--- config.mk ---
export PLATFORM = sky130hd
export DESIGN_NAME = ip_hdr_ctrl_flat
export DESIGN_NICKNAME = d
export VERILOG_FILES = /design/src/rtl/ip_hdr_ctrl_pkg.sv /design/src/rtl/ip_hdr_ctrl_if.sv /design/src/rtl/ip_hdr_ctrl_timer.sv /design/src/rtl/ip_hdr_ctrl.sv /design/src/flat_wrapper.sv
export SDC_FILE = /design/constraint.sdc
export NUM_CORES = 1
export LEC_CHECK = 0
export CAP_MARGIN = 40
export CORE_ASPECT_RATIO = 0.9
export CORE_MARGIN = 8
export CORE_UTILIZATION = 46
export CTS_BUF_LIST = sky130_fd_sc_hd__clkbuf_4 sky130_fd_sc_hd__clkbuf_8
export DETAILED_ROUTE_END_ITERATION = 16
export PLACE_DENSITY = 0.95
export SLEW_MARGIN = 20
export SYNTH_ARGS = -nofsm -noshare
export SYNTH_HDL_FRONTEND = slang
export SYNTH_SLANG_ARGS = --single-unit
--- constraint.sdc ---
create_clock -name i_clk -period 3.4 [get_ports i_clk]
set_clock_uncertainty 0.05 [all_clocks]
set_input_delay 0.51 -clock i_clk [delete_from_list [all_inputs] [get_ports i_clk]]
set_output_delay 0.51 -clock i_clk [all_outputs]
set_load 0.1 [all_outputs]
--- src/rtl/ip_hdr_ctrl_pkg.sv ---
// Shared types and defaults for the IP header generator sequencer.
package ip_ctrl_pkg;

    localparam int STROBE_CYC_DEF  = 2;
    localparam int GAP_CYC_DEF     = 2;
    localparam int TIMEOUT_CYC_DEF = 64;

    typedef enum logic [3:0] {
        ST_IDLE     = 4'b0001,
        ST_ISSUE    = 4'b0010,
        ST_WAIT_RDY = 4'b0100,
        ST_GAP      = 4'b1000
    } state_e;

    typedef enum logic {
        GRANT_SEND = 1'b0,
        GRANT_CFG  = 1'b1
    } grant_e;

    localparam logic CFG_LOCAL = 1'b0;
    localparam logic CFG_DEST  = 1'b1;

endpackage

--- src/rtl/ip_hdr_ctrl_if.sv ---
// Request/ack handshakes from the command parser and frame packer, plus the generator-side strobes and data.
interface ip_hdr_ctrl_if;

    logic        i_cfg_req;
    logic        i_cfg_dst;
    logic [31:0] i_cfg_ip;
    logic        o_cfg_ack;
    logic        o_cfg_done;
    logic        i_send_req;
    logic [15:0] i_send_len;
    logic        o_send_ack;
    logic        o_send_done;
    logic        o_ip_trig;
    logic        o_ip_set_local;
    logic        o_ip_set_dest;
    logic [15:0] o_ip_data_length;
    logic [7:0]  o_ip0;
    logic [7:0]  o_ip1;
    logic [7:0]  o_ip2;
    logic [7:0]  o_ip3;
    logic        i_ip_ready;
    logic        o_busy;
    logic        o_err;

    modport slave (
        input  i_cfg_req, i_cfg_dst, i_cfg_ip, i_send_req, i_send_len, i_ip_ready,
        output o_cfg_ack, o_cfg_done, o_send_ack, o_send_done,
        output o_ip_trig, o_ip_set_local, o_ip_set_dest,
        output o_ip_data_length, o_ip0, o_ip1, o_ip2, o_ip3, o_busy, o_err
    );

    modport master (
        output i_cfg_req, i_cfg_dst, i_cfg_ip, i_send_req, i_send_len, i_ip_ready,
        input  o_cfg_ack, o_cfg_done, o_send_ack, o_send_done,
        input  o_ip_trig, o_ip_set_local, o_ip_set_dest,
        input  o_ip_data_length, o_ip0, o_ip1, o_ip2, o_ip3, o_busy, o_err
    );

endinterface

--- src/rtl/ip_hdr_ctrl_timer.sv ---
// Clear/enable up-counter with terminal-count flag; shared by strobe, gap and timeout counts.
module ip_ctrl_timer #(
    parameter int W = 7
) (
    input  logic         i_clk,
    input  logic         i_rst,
    input  logic         i_clr,
    input  logic         i_en,
    input  logic [W-1:0] i_tc_val,
    output logic [W-1:0] o_cnt,
    output logic         o_tc
);

    logic [W-1:0] cnt_q, cnt_d;

    always_comb begin
        cnt_d = cnt_q;
        if (i_clr) begin
            cnt_d = '0;
        end else if (i_en) begin
            cnt_d = cnt_q + 1'b1;
        end
    end

    always_ff @(posedge i_clk) begin
        if (i_rst) begin
            cnt_q <= '0;
        end else begin
            cnt_q <= cnt_d;
        end
    end

    assign o_cnt = cnt_q;
    assign o_tc  = (cnt_q == i_tc_val);

endmodule

--- src/rtl/ip_hdr_ctrl.sv ---
// Arbitrates config/send requests and sequences the IP header generator strobes, ready and timeout.
// state       | meaning
// IDLE        | arbitrating, all strobes low
// ISSUE       | strobe high for STROBE_CYC cycles
// WAIT_RDY    | strobes low, waiting for generator ready or timeout
// GAP         | GAP_CYC idle cycles before the next grant
module ip_hdr_ctrl
    import ip_ctrl_pkg::*;
#(
    parameter int STROBE_CYC  = STROBE_CYC_DEF,
    parameter int GAP_CYC     = GAP_CYC_DEF,
    parameter int TIMEOUT_CYC = TIMEOUT_CYC_DEF
) (
    input  logic         i_clk,
    input  logic         i_rst,
    ip_hdr_ctrl_if.slave bus
);

    localparam int TW = $clog2(TIMEOUT_CYC) + 1;
    localparam logic [TW-1:0] STB_TC = TW'(STROBE_CYC - 1);
    localparam logic [TW-1:0] GAP_TC = TW'(GAP_CYC - 1);
    localparam logic [TW-1:0] TO_TC  = TW'(TIMEOUT_CYC - 1);

    state_e      state_q, state_d;
    grant_e      last_grant_q, last_grant_d;
    logic        cfg_ack_q, cfg_ack_d;
    logic        send_ack_q, send_ack_d;
    logic        cfg_done_q, cfg_done_d;
    logic        send_done_q, send_done_d;
    logic        err_q, err_d;
    logic        trig_q, trig_d;
    logic        set_local_q, set_local_d;
    logic        set_dest_q, set_dest_d;
    logic [15:0] len_q, len_d;
    logic [31:0] ip_q, ip_d;

    logic          grant_cfg;
    logic          in_op;
    logic          timeout_hit;
    logic          tmr_clr;
    logic          tmr_en;
    logic          tmr_tc;
    logic [TW-1:0] tmr_cnt;
    logic [TW-1:0] tmr_tc_val;

    assign in_op       = (state_q == ST_ISSUE) || (state_q == ST_WAIT_RDY);
    assign timeout_hit = in_op && (tmr_cnt == TO_TC);
    assign tmr_tc_val  = (state_q == ST_GAP) ? GAP_TC : STB_TC;
    assign tmr_en      = (state_q != ST_IDLE);
    // The count runs unbroken across ISSUE and WAIT_RDY so it also measures the timeout.
    assign tmr_clr     = (state_q == ST_IDLE) || (in_op && (state_d == ST_GAP));

    ip_ctrl_timer #(.W(TW)) u_timer (
        .i_clk    (i_clk),
        .i_rst    (i_rst),
        .i_clr    (tmr_clr),
        .i_en     (tmr_en),
        .i_tc_val (tmr_tc_val),
        .o_cnt    (tmr_cnt),
        .o_tc     (tmr_tc)
    );

    always_comb begin
        state_d      = state_q;
        last_grant_d = last_grant_q;
        cfg_ack_d    = 1'b0;
        send_ack_d   = 1'b0;
        cfg_done_d   = 1'b0;
        send_done_d  = 1'b0;
        err_d        = 1'b0;
        trig_d       = trig_q;
        set_local_d  = set_local_q;
        set_dest_d   = set_dest_q;
        len_d        = len_q;
        ip_d         = ip_q;
        // Config wins a tie unless it won last time, so a send waits behind at most one config.
        grant_cfg    = bus.i_cfg_req && (!bus.i_send_req || (last_grant_q == GRANT_SEND));

        unique case (state_q)
            ST_IDLE: begin
                if (bus.i_cfg_req || bus.i_send_req) begin
                    state_d = ST_ISSUE;
                    if (grant_cfg) begin
                        cfg_ack_d    = 1'b1;
                        ip_d         = bus.i_cfg_ip;
                        set_local_d  = (bus.i_cfg_dst == CFG_LOCAL);
                        set_dest_d   = (bus.i_cfg_dst == CFG_DEST);
                        last_grant_d = GRANT_CFG;
                    end else begin
                        send_ack_d   = 1'b1;
                        len_d        = bus.i_send_len;
                        trig_d       = 1'b1;
                        last_grant_d = GRANT_SEND;
                    end
                end
            end
            ST_ISSUE, ST_WAIT_RDY: begin
                if (bus.i_ip_ready) begin
                    state_d     = ST_GAP;
                    cfg_done_d  = (last_grant_q == GRANT_CFG);
                    send_done_d = (last_grant_q == GRANT_SEND);
                end else if (timeout_hit) begin
                    state_d = ST_GAP;
                    err_d   = 1'b1;
                end else if ((state_q == ST_ISSUE) && tmr_tc) begin
                    state_d = ST_WAIT_RDY;
                end
                if (state_d != ST_ISSUE) begin
                    trig_d      = 1'b0;
                    set_local_d = 1'b0;
                    set_dest_d  = 1'b0;
                end
            end
            ST_GAP: begin
                if (tmr_tc) begin
                    state_d = ST_IDLE;
                end
            end
            default: begin
                state_d = ST_IDLE;
            end
        endcase
    end

    always_ff @(posedge i_clk) begin
        if (i_rst) begin
            state_q      <= ST_IDLE;
            last_grant_q <= GRANT_SEND;
            cfg_ack_q    <= 1'b0;
            send_ack_q   <= 1'b0;
            cfg_done_q   <= 1'b0;
            send_done_q  <= 1'b0;
            err_q        <= 1'b0;
            trig_q       <= 1'b0;
            set_local_q  <= 1'b0;
            set_dest_q   <= 1'b0;
            len_q        <= '0;
            ip_q         <= '0;
        end else begin
            state_q      <= state_d;
            last_grant_q <= last_grant_d;
            cfg_ack_q    <= cfg_ack_d;
            send_ack_q   <= send_ack_d;
            cfg_done_q   <= cfg_done_d;
            send_done_q  <= send_done_d;
            err_q        <= err_d;
            trig_q       <= trig_d;
            set_local_q  <= set_local_d;
            set_dest_q   <= set_dest_d;
            len_q        <= len_d;
            ip_q         <= ip_d;
        end
    end

    assign bus.o_cfg_ack        = cfg_ack_q;
    assign bus.o_send_ack       = send_ack_q;
    assign bus.o_cfg_done       = cfg_done_q;
    assign bus.o_send_done      = send_done_q;
    assign bus.o_err            = err_q;
    assign bus.o_ip_trig        = trig_q;
    assign bus.o_ip_set_local   = set_local_q;
    assign bus.o_ip_set_dest    = set_dest_q;
    assign bus.o_ip_data_length = len_q;
    assign bus.o_ip0            = ip_q[31:24];
    assign bus.o_ip1            = ip_q[23:16];
    assign bus.o_ip2            = ip_q[15:8];
    assign bus.o_ip3            = ip_q[7:0];
    assign bus.o_busy           = (state_q != ST_IDLE);

endmodule

--- src/flat_wrapper.sv ---
// flat-port wrapper written by rule: the top's interface ports become plain ports
module ip_hdr_ctrl_flat import ip_ctrl_pkg::*;
#(
    parameter int STROBE_CYC  = STROBE_CYC_DEF,
    parameter int GAP_CYC     = GAP_CYC_DEF,
    parameter int TIMEOUT_CYC = TIMEOUT_CYC_DEF
)
  (i_clk, i_rst, bus_i_cfg_req, bus_i_cfg_dst, bus_i_cfg_ip, bus_i_send_req, bus_i_send_len, bus_i_ip_ready, bus_o_cfg_ack, bus_o_cfg_done, bus_o_send_ack, bus_o_send_done, bus_o_ip_trig, bus_o_ip_set_local, bus_o_ip_set_dest, bus_o_ip_data_length, bus_o_ip0, bus_o_ip1, bus_o_ip2, bus_o_ip3, bus_o_busy, bus_o_err);
  ip_hdr_ctrl_if bus_i ();
  input  logic i_clk;
  input  logic i_rst;
  input wire logic [$bits(bus_i.i_cfg_req)-1:0] bus_i_cfg_req;
  input wire logic [$bits(bus_i.i_cfg_dst)-1:0] bus_i_cfg_dst;
  input wire logic [$bits(bus_i.i_cfg_ip)-1:0] bus_i_cfg_ip;
  input wire logic [$bits(bus_i.i_send_req)-1:0] bus_i_send_req;
  input wire logic [$bits(bus_i.i_send_len)-1:0] bus_i_send_len;
  input wire logic [$bits(bus_i.i_ip_ready)-1:0] bus_i_ip_ready;
  output wire logic [$bits(bus_i.o_cfg_ack)-1:0] bus_o_cfg_ack;
  output wire logic [$bits(bus_i.o_cfg_done)-1:0] bus_o_cfg_done;
  output wire logic [$bits(bus_i.o_send_ack)-1:0] bus_o_send_ack;
  output wire logic [$bits(bus_i.o_send_done)-1:0] bus_o_send_done;
  output wire logic [$bits(bus_i.o_ip_trig)-1:0] bus_o_ip_trig;
  output wire logic [$bits(bus_i.o_ip_set_local)-1:0] bus_o_ip_set_local;
  output wire logic [$bits(bus_i.o_ip_set_dest)-1:0] bus_o_ip_set_dest;
  output wire logic [$bits(bus_i.o_ip_data_length)-1:0] bus_o_ip_data_length;
  output wire logic [$bits(bus_i.o_ip0)-1:0] bus_o_ip0;
  output wire logic [$bits(bus_i.o_ip1)-1:0] bus_o_ip1;
  output wire logic [$bits(bus_i.o_ip2)-1:0] bus_o_ip2;
  output wire logic [$bits(bus_i.o_ip3)-1:0] bus_o_ip3;
  output wire logic [$bits(bus_i.o_busy)-1:0] bus_o_busy;
  output wire logic [$bits(bus_i.o_err)-1:0] bus_o_err;
  assign bus_i.i_cfg_req = bus_i_cfg_req;
  assign bus_i.i_cfg_dst = bus_i_cfg_dst;
  assign bus_i.i_cfg_ip = bus_i_cfg_ip;
  assign bus_i.i_send_req = bus_i_send_req;
  assign bus_i.i_send_len = bus_i_send_len;
  assign bus_i.i_ip_ready = bus_i_ip_ready;
  assign bus_o_cfg_ack = bus_i.o_cfg_ack;
  assign bus_o_cfg_done = bus_i.o_cfg_done;
  assign bus_o_send_ack = bus_i.o_send_ack;
  assign bus_o_send_done = bus_i.o_send_done;
  assign bus_o_ip_trig = bus_i.o_ip_trig;
  assign bus_o_ip_set_local = bus_i.o_ip_set_local;
  assign bus_o_ip_set_dest = bus_i.o_ip_set_dest;
  assign bus_o_ip_data_length = bus_i.o_ip_data_length;
  assign bus_o_ip0 = bus_i.o_ip0;
  assign bus_o_ip1 = bus_i.o_ip1;
  assign bus_o_ip2 = bus_i.o_ip2;
  assign bus_o_ip3 = bus_i.o_ip3;
  assign bus_o_busy = bus_i.o_busy;
  assign bus_o_err = bus_i.o_err;
  ip_hdr_ctrl #(.STROBE_CYC(STROBE_CYC), .GAP_CYC(GAP_CYC), .TIMEOUT_CYC(TIMEOUT_CYC)) u_core (.i_clk(i_clk), .i_rst(i_rst), .bus(bus_i));
endmodule
* Word level (Yosys, flattened, before mapping) *
Cells that the tools add are included.

word-level totals
  input bits = 54
  register bits after elaboration = 68

operators by class
  $add $sub $neg = 1
  reduce and logical (&&, ||, !) cells = 20
  bitwise operators = 7
  mux-type cells = 20
  equal/unequal tests = 13

operator list
  operator             count
  $mux 4               6
  $pmux 4 s3           1
  $mux 1               10
  $reduce_or 3->1      3
  $eq 4x4->1 const B   2
  $reduce_and 4->1     2
  $add 7x1->7 const B  1
  $eq 7x1->1 const B   1
  $eq 7x6->1 const B   1
  $not 1->1            7
  $pmux 1 s2           3
  $reduce_and 3->1     2
  $eq 4x1->1 const B   1
  $eq 4x2->1 const B   1
  $eq 4x3->1 const B   1
  $logic_and 1x1->1    4
  $logic_or 1x1->1     4
  $ne 2x1->1 const B   2
  $ne 2x2->1 const B   2
  $ne 4x1->1 const B   1
  $ne 4x2->1 const B   1
  $reduce_or 2->1      2
  $reduce_and 2->1     1
  $reduce_bool 2->1    1
  $logic_not 1->1      1

* Logic depth before layout (Yosys ltp) *
  depth after elaboration = 11
  mapped depth = 7
  depth with buffers taken out = 7

* Hierarchy *
Synthesis repeated with hierarchy kept, for this count alone.

unflattened totals
  cell total of the unflattened synthesis = 301
  area total of the unflattened synthesis = 2643.8 sq um

by module, submodules not included
  module         seq. area each (sq um)  cells each  instances  area an instance (sq um)
  ip_hdr_ctrl    1221.2                  261         1          2287.2
  ip_ctrl_timer  140.1                   40          1          356.6

* Least setup slack after synthesis *
Ideal clock, no wire load.

  kind = flip-flop to flip-flop
  start = reg u_core.state_q[2]
  end = reg u_core.u_timer.cnt_q[5] (netlist: u_core.u_timer.o_cnt[5])
  required time = 3.230 ns
  path buffers = 0
  period minus slack after synthesis = 1.954 ns
  cell stages (with the launch flop) = 8
  setup slack = 1.446 ns
  data arrival time = 1.784 ns
  library setup time = 0.120 ns
  cells stage by stage = dfxtp_1 nand2b_1 nor3_2 inv_1 nand4_1 nor2_1 xnor2_1 nor2_1

on the way
  elaborated cells on any way between the ends = 20
  those cells by class = eq/ne (6); mux (7); reduce/logical (7)

RTL lines
  what                    line                     source
  from (decl)             ip_hdr_ctrl.sv:24        state_e state_q, state_d;
  from (signal assigned)  ip_hdr_ctrl.sv:140       state_q <= state_d;
  $ne 4x1->1              -
  via bus_o_busy          flat_wrapper.sv:30       output wire logic [$bits(bus_i.o_busy)-1:0] bus_o_busy;
  to (signal assigned)    ip_hdr_ctrl_timer.sv:29  cnt_q <= cnt_d;
  to (decl)               ip_hdr_ctrl_timer.sv:14  logic [W-1:0] cnt_q, cnt_d;

The timed path passes the listed nets, and every way through them passes these cells. The select of a mux whose other input is x is not followed.
A chain may end at the register's enable or synchronous reset.

* Worst setup path in the final report *
  start = reg u_core.state_q[0]
  end = out bus_o_busy

on the way
  longest elaborated chain between the ends = 1

ends and longest elaborated chain
  what        line                source
  $ne 4x1->1  ip_hdr_ctrl.sv:168  assign bus.o_busy = (state_q != ST_IDLE);
  to (decl)   flat_wrapper.sv:30

No other way between the ends.

==> out/qor.csv <==
metric;value;unit
Worst-Margin Slew;0.792;ns
CTS Hold Bufs;0;
detailed router's first-iteration violation count;389;
worst rel slew slack;47.2;%
worst hold stages;2;
leak pwr;1.88;nW
Core ar.;5290;µm²
R2R depth;6;
number of H-tree levels;3;
Post-Syn Area;2540;µm²
worst-path fanout max;8;
Synth Instances;311;
share of layout cells above drive strength 1;18.0;%
hold path endpoint;u_core.bus.o_ip_data_length[11];
Die Ht;86.5;µm
fin nets;529;
dpl cells;529;
global-route wire length before repair;17700;µm
Syn Area/Cell;8.16;µm²
hold path start;u_core.bus.o_ip_data_length[11];
crit path from;u_core.state_q[0];
synth unique cells;34;
Row Count;25;
register bit count reported by yosys;68;
number of inserted diodes;0;
final cell count without fillers;544;
Reg2Reg Launch Point;u_core.u_timer.o_cnt[0];
Post-synth EDFFs;0;
worst vdd ir;0.423;mV
Worst Path Arrival;1.83;ns
area of the die;8160;µm²
total power;2.45;mW
RSZ-0062 raised after global routing;no;
Final Critical Period;2.39;ns
Num CTS Buffers;9;
worst hold slack;0.406;ns
fin. max-slew vios;0;
share of the core filled with cells;93.2;%
Synthesis Warnings;0;
R2R setup slack;1.04;ns
drt drc;0;
endpoints failing setup;0;
chip width;94.3;µm
Pre-antenna DRT Iters;6;
setup bufs post-CTS;0;
WS Path Type;reg -> out;
Synth Net Count;367;
CP Launch Type;register;
PostCTS Resize Cnt;0;
min-delay worst type;reg -> reg;
sequential-to-total area share from yosys stat;53.6;%
DR WL/cell;21.3;µm
Max Cap Viol;0;
DRT antenna net count;0;
total global-route track usage;28.5;%
commonest cells after routing, fill and taps aside;clkdlybuf4s50_1 (108), nand2_1 (102), dfxtp_1 (68);
Area Growth Syn to Fin;94.1;%
most common cell after layout, fill and taps aside;clkdlybuf4s50_1;
largest net degree at the start of global routing;41;
fin crit share;70.3;%
CTS clock-pin slew for the worst setup and hold paths;0.07;ns
I/O Buffers;110;
fmax;419;MHz
Crit. End Element;output pin;
CTS root buf;clkbuf_8;
status;complete, no violations;
clk sinks;68;
vias in the first global route;3232;
initial antenna violation count;0;
# IOs;111;
gp weighted congestion;0.831;
ys async rst share;0;%
FF-to-FF End;u_core.bus.o_ip_set_local;
Critical Path RT;2.84;ns
initial core utilization;48.0;%
pwr/cell area;498;nW/µm²
endpoints failing hold;0;
post-DR vias/cell;5.71;
GRT overflow;0;
maximum root-to-sink buffer count;2;
vias;3107;
setup TNS;0;ns
CTS tree;built;
final WL;11600;µm
fill cell instance count of the final layout;157;
Top FF cell, synth;dfxtp_1;
worst skew pair latency;0.35;ns
DP Wirelength;7670;µm
-- registers in the layout, indices dropped and copies added, names as in the netlist --
| name | cells |
|---|---|
| u_core.state_q | 4 |
| u_core.last_grant_q | 1 |
| u_core.u_timer.o_cnt | 7 |
| u_core.bus.o_err | 1 |
| u_core.bus.o_ip_set_local | 1 |
| u_core.bus.o_ip_data_length | 16 |
| u_core.bus.o_ip_trig | 1 |
| u_core.bus.o_send_ack | 1 |
| u_core.bus.o_cfg_done | 1 |
| u_core.bus.o_ip_set_dest | 1 |
| u_core.bus.o_send_done | 1 |
| u_core.ip_q | 32 |
| u_core.bus.o_cfg_ack | 1 |
-- how the worst max path moves through the flow --
stage	to	slack, ns	cells after the start
floorplan	u_core.u_timer.o_cnt[5]	1.45	7
global placement	u_core.ip_q[2]	0.90	5
detailed placement	u_core.ip_q[22]	1.03	6
CTS	bus_o_busy	1.08	4
global route	bus_o_busy	0.97	4
finish	bus_o_busy	1.01	4
-- critical path: stages, from the launching register on --
cell	delay, ns
dfxtp_1	0.45
nand2b_1	0.19
nor3_2	0.39
inv_1	0.18
buf_4	0.27
-- where the power goes --
part | leakage (nW) | switching (mW) | internal [mW]
combinational | 1.24 | 0.595 | 0.362
sequential | 0.555 | 0.0432 | 0.852
clock | 0.0886 | 0.315 | 0.287
total | 1.88 | 0.953 | 1.50
-- synth_stat cells, types with 2 or more instances --
master | n | area (µm²)
a21oi_1 | 55 | 275
a31o_2 | 2 | 17.5
a31oi_1 | 2 | 12.5
and3_1 | 2 | 12.5
buf_2 | 5 | 25.0
clkbuf_1 | 12 | 45.0
dfxtp_1 | 68 | 1360
ha_1 | 2 | 25.0
inv_1 | 4 | 15.0
nand2_1 | 102 | 383
nand2b_1 | 4 | 25.0
nand3_1 | 3 | 15.0
nor2_1 | 15 | 56.3
nor3_1 | 6 | 30.0
nor4_1 | 4 | 25.0
o21ai_0 | 3 | 15.0
or3_1 | 2 | 12.5
xnor2_1 | 3 | 26.3
xor2_1 | 2 | 17.5
-- layer usage --
metal	part of all wire [%]	track usage [%]	routed length, µm	up-vias
li1	-	-	-	1358
met1	34	28.6	3960	1450
met2	51	49.8	5910	243
met3	9.8	9.76	1140	56
met4	4.8	16.4	557	0
met5	0	0	0	-
-- cells by family after synthesis --
| logic type | share of synthesized area, % |
|---|---|
| AO/OA/AOI/OAI | 13.8 |
| buffers and inverters | 3.55 |
| multiplexers | 0.838 |
| adder cells (fa/ha/maj) | 0.986 |
| flip-flops | 53.6 |
| AND/OR/NAND/NOR | 25.5 |
| XOR/XNOR | 1.73 |
-- layout make-up --
type	count	area [µm²]	share of cell area, %
multi-input cells	221	1090	22.1
well taps	67	83.8	1.70
repair buffers	169	2210	44.8
clock buffers	11	145	2.94
clock inverters	4	26.3	0.533
inverters	4	15.0	0.305
flip-flops and latches	68	1360	27.6
-- through the flow --
step	setup WS, ns	cell area [µm²]
after detailed placement	1.03	4760
after CTS	1.08	4930
after global placement	0.902	3650
final	1.01	4930
after global routing	0.967	4930
after floorplan	1.45	2540
Power figures use the tool's default switching activity.
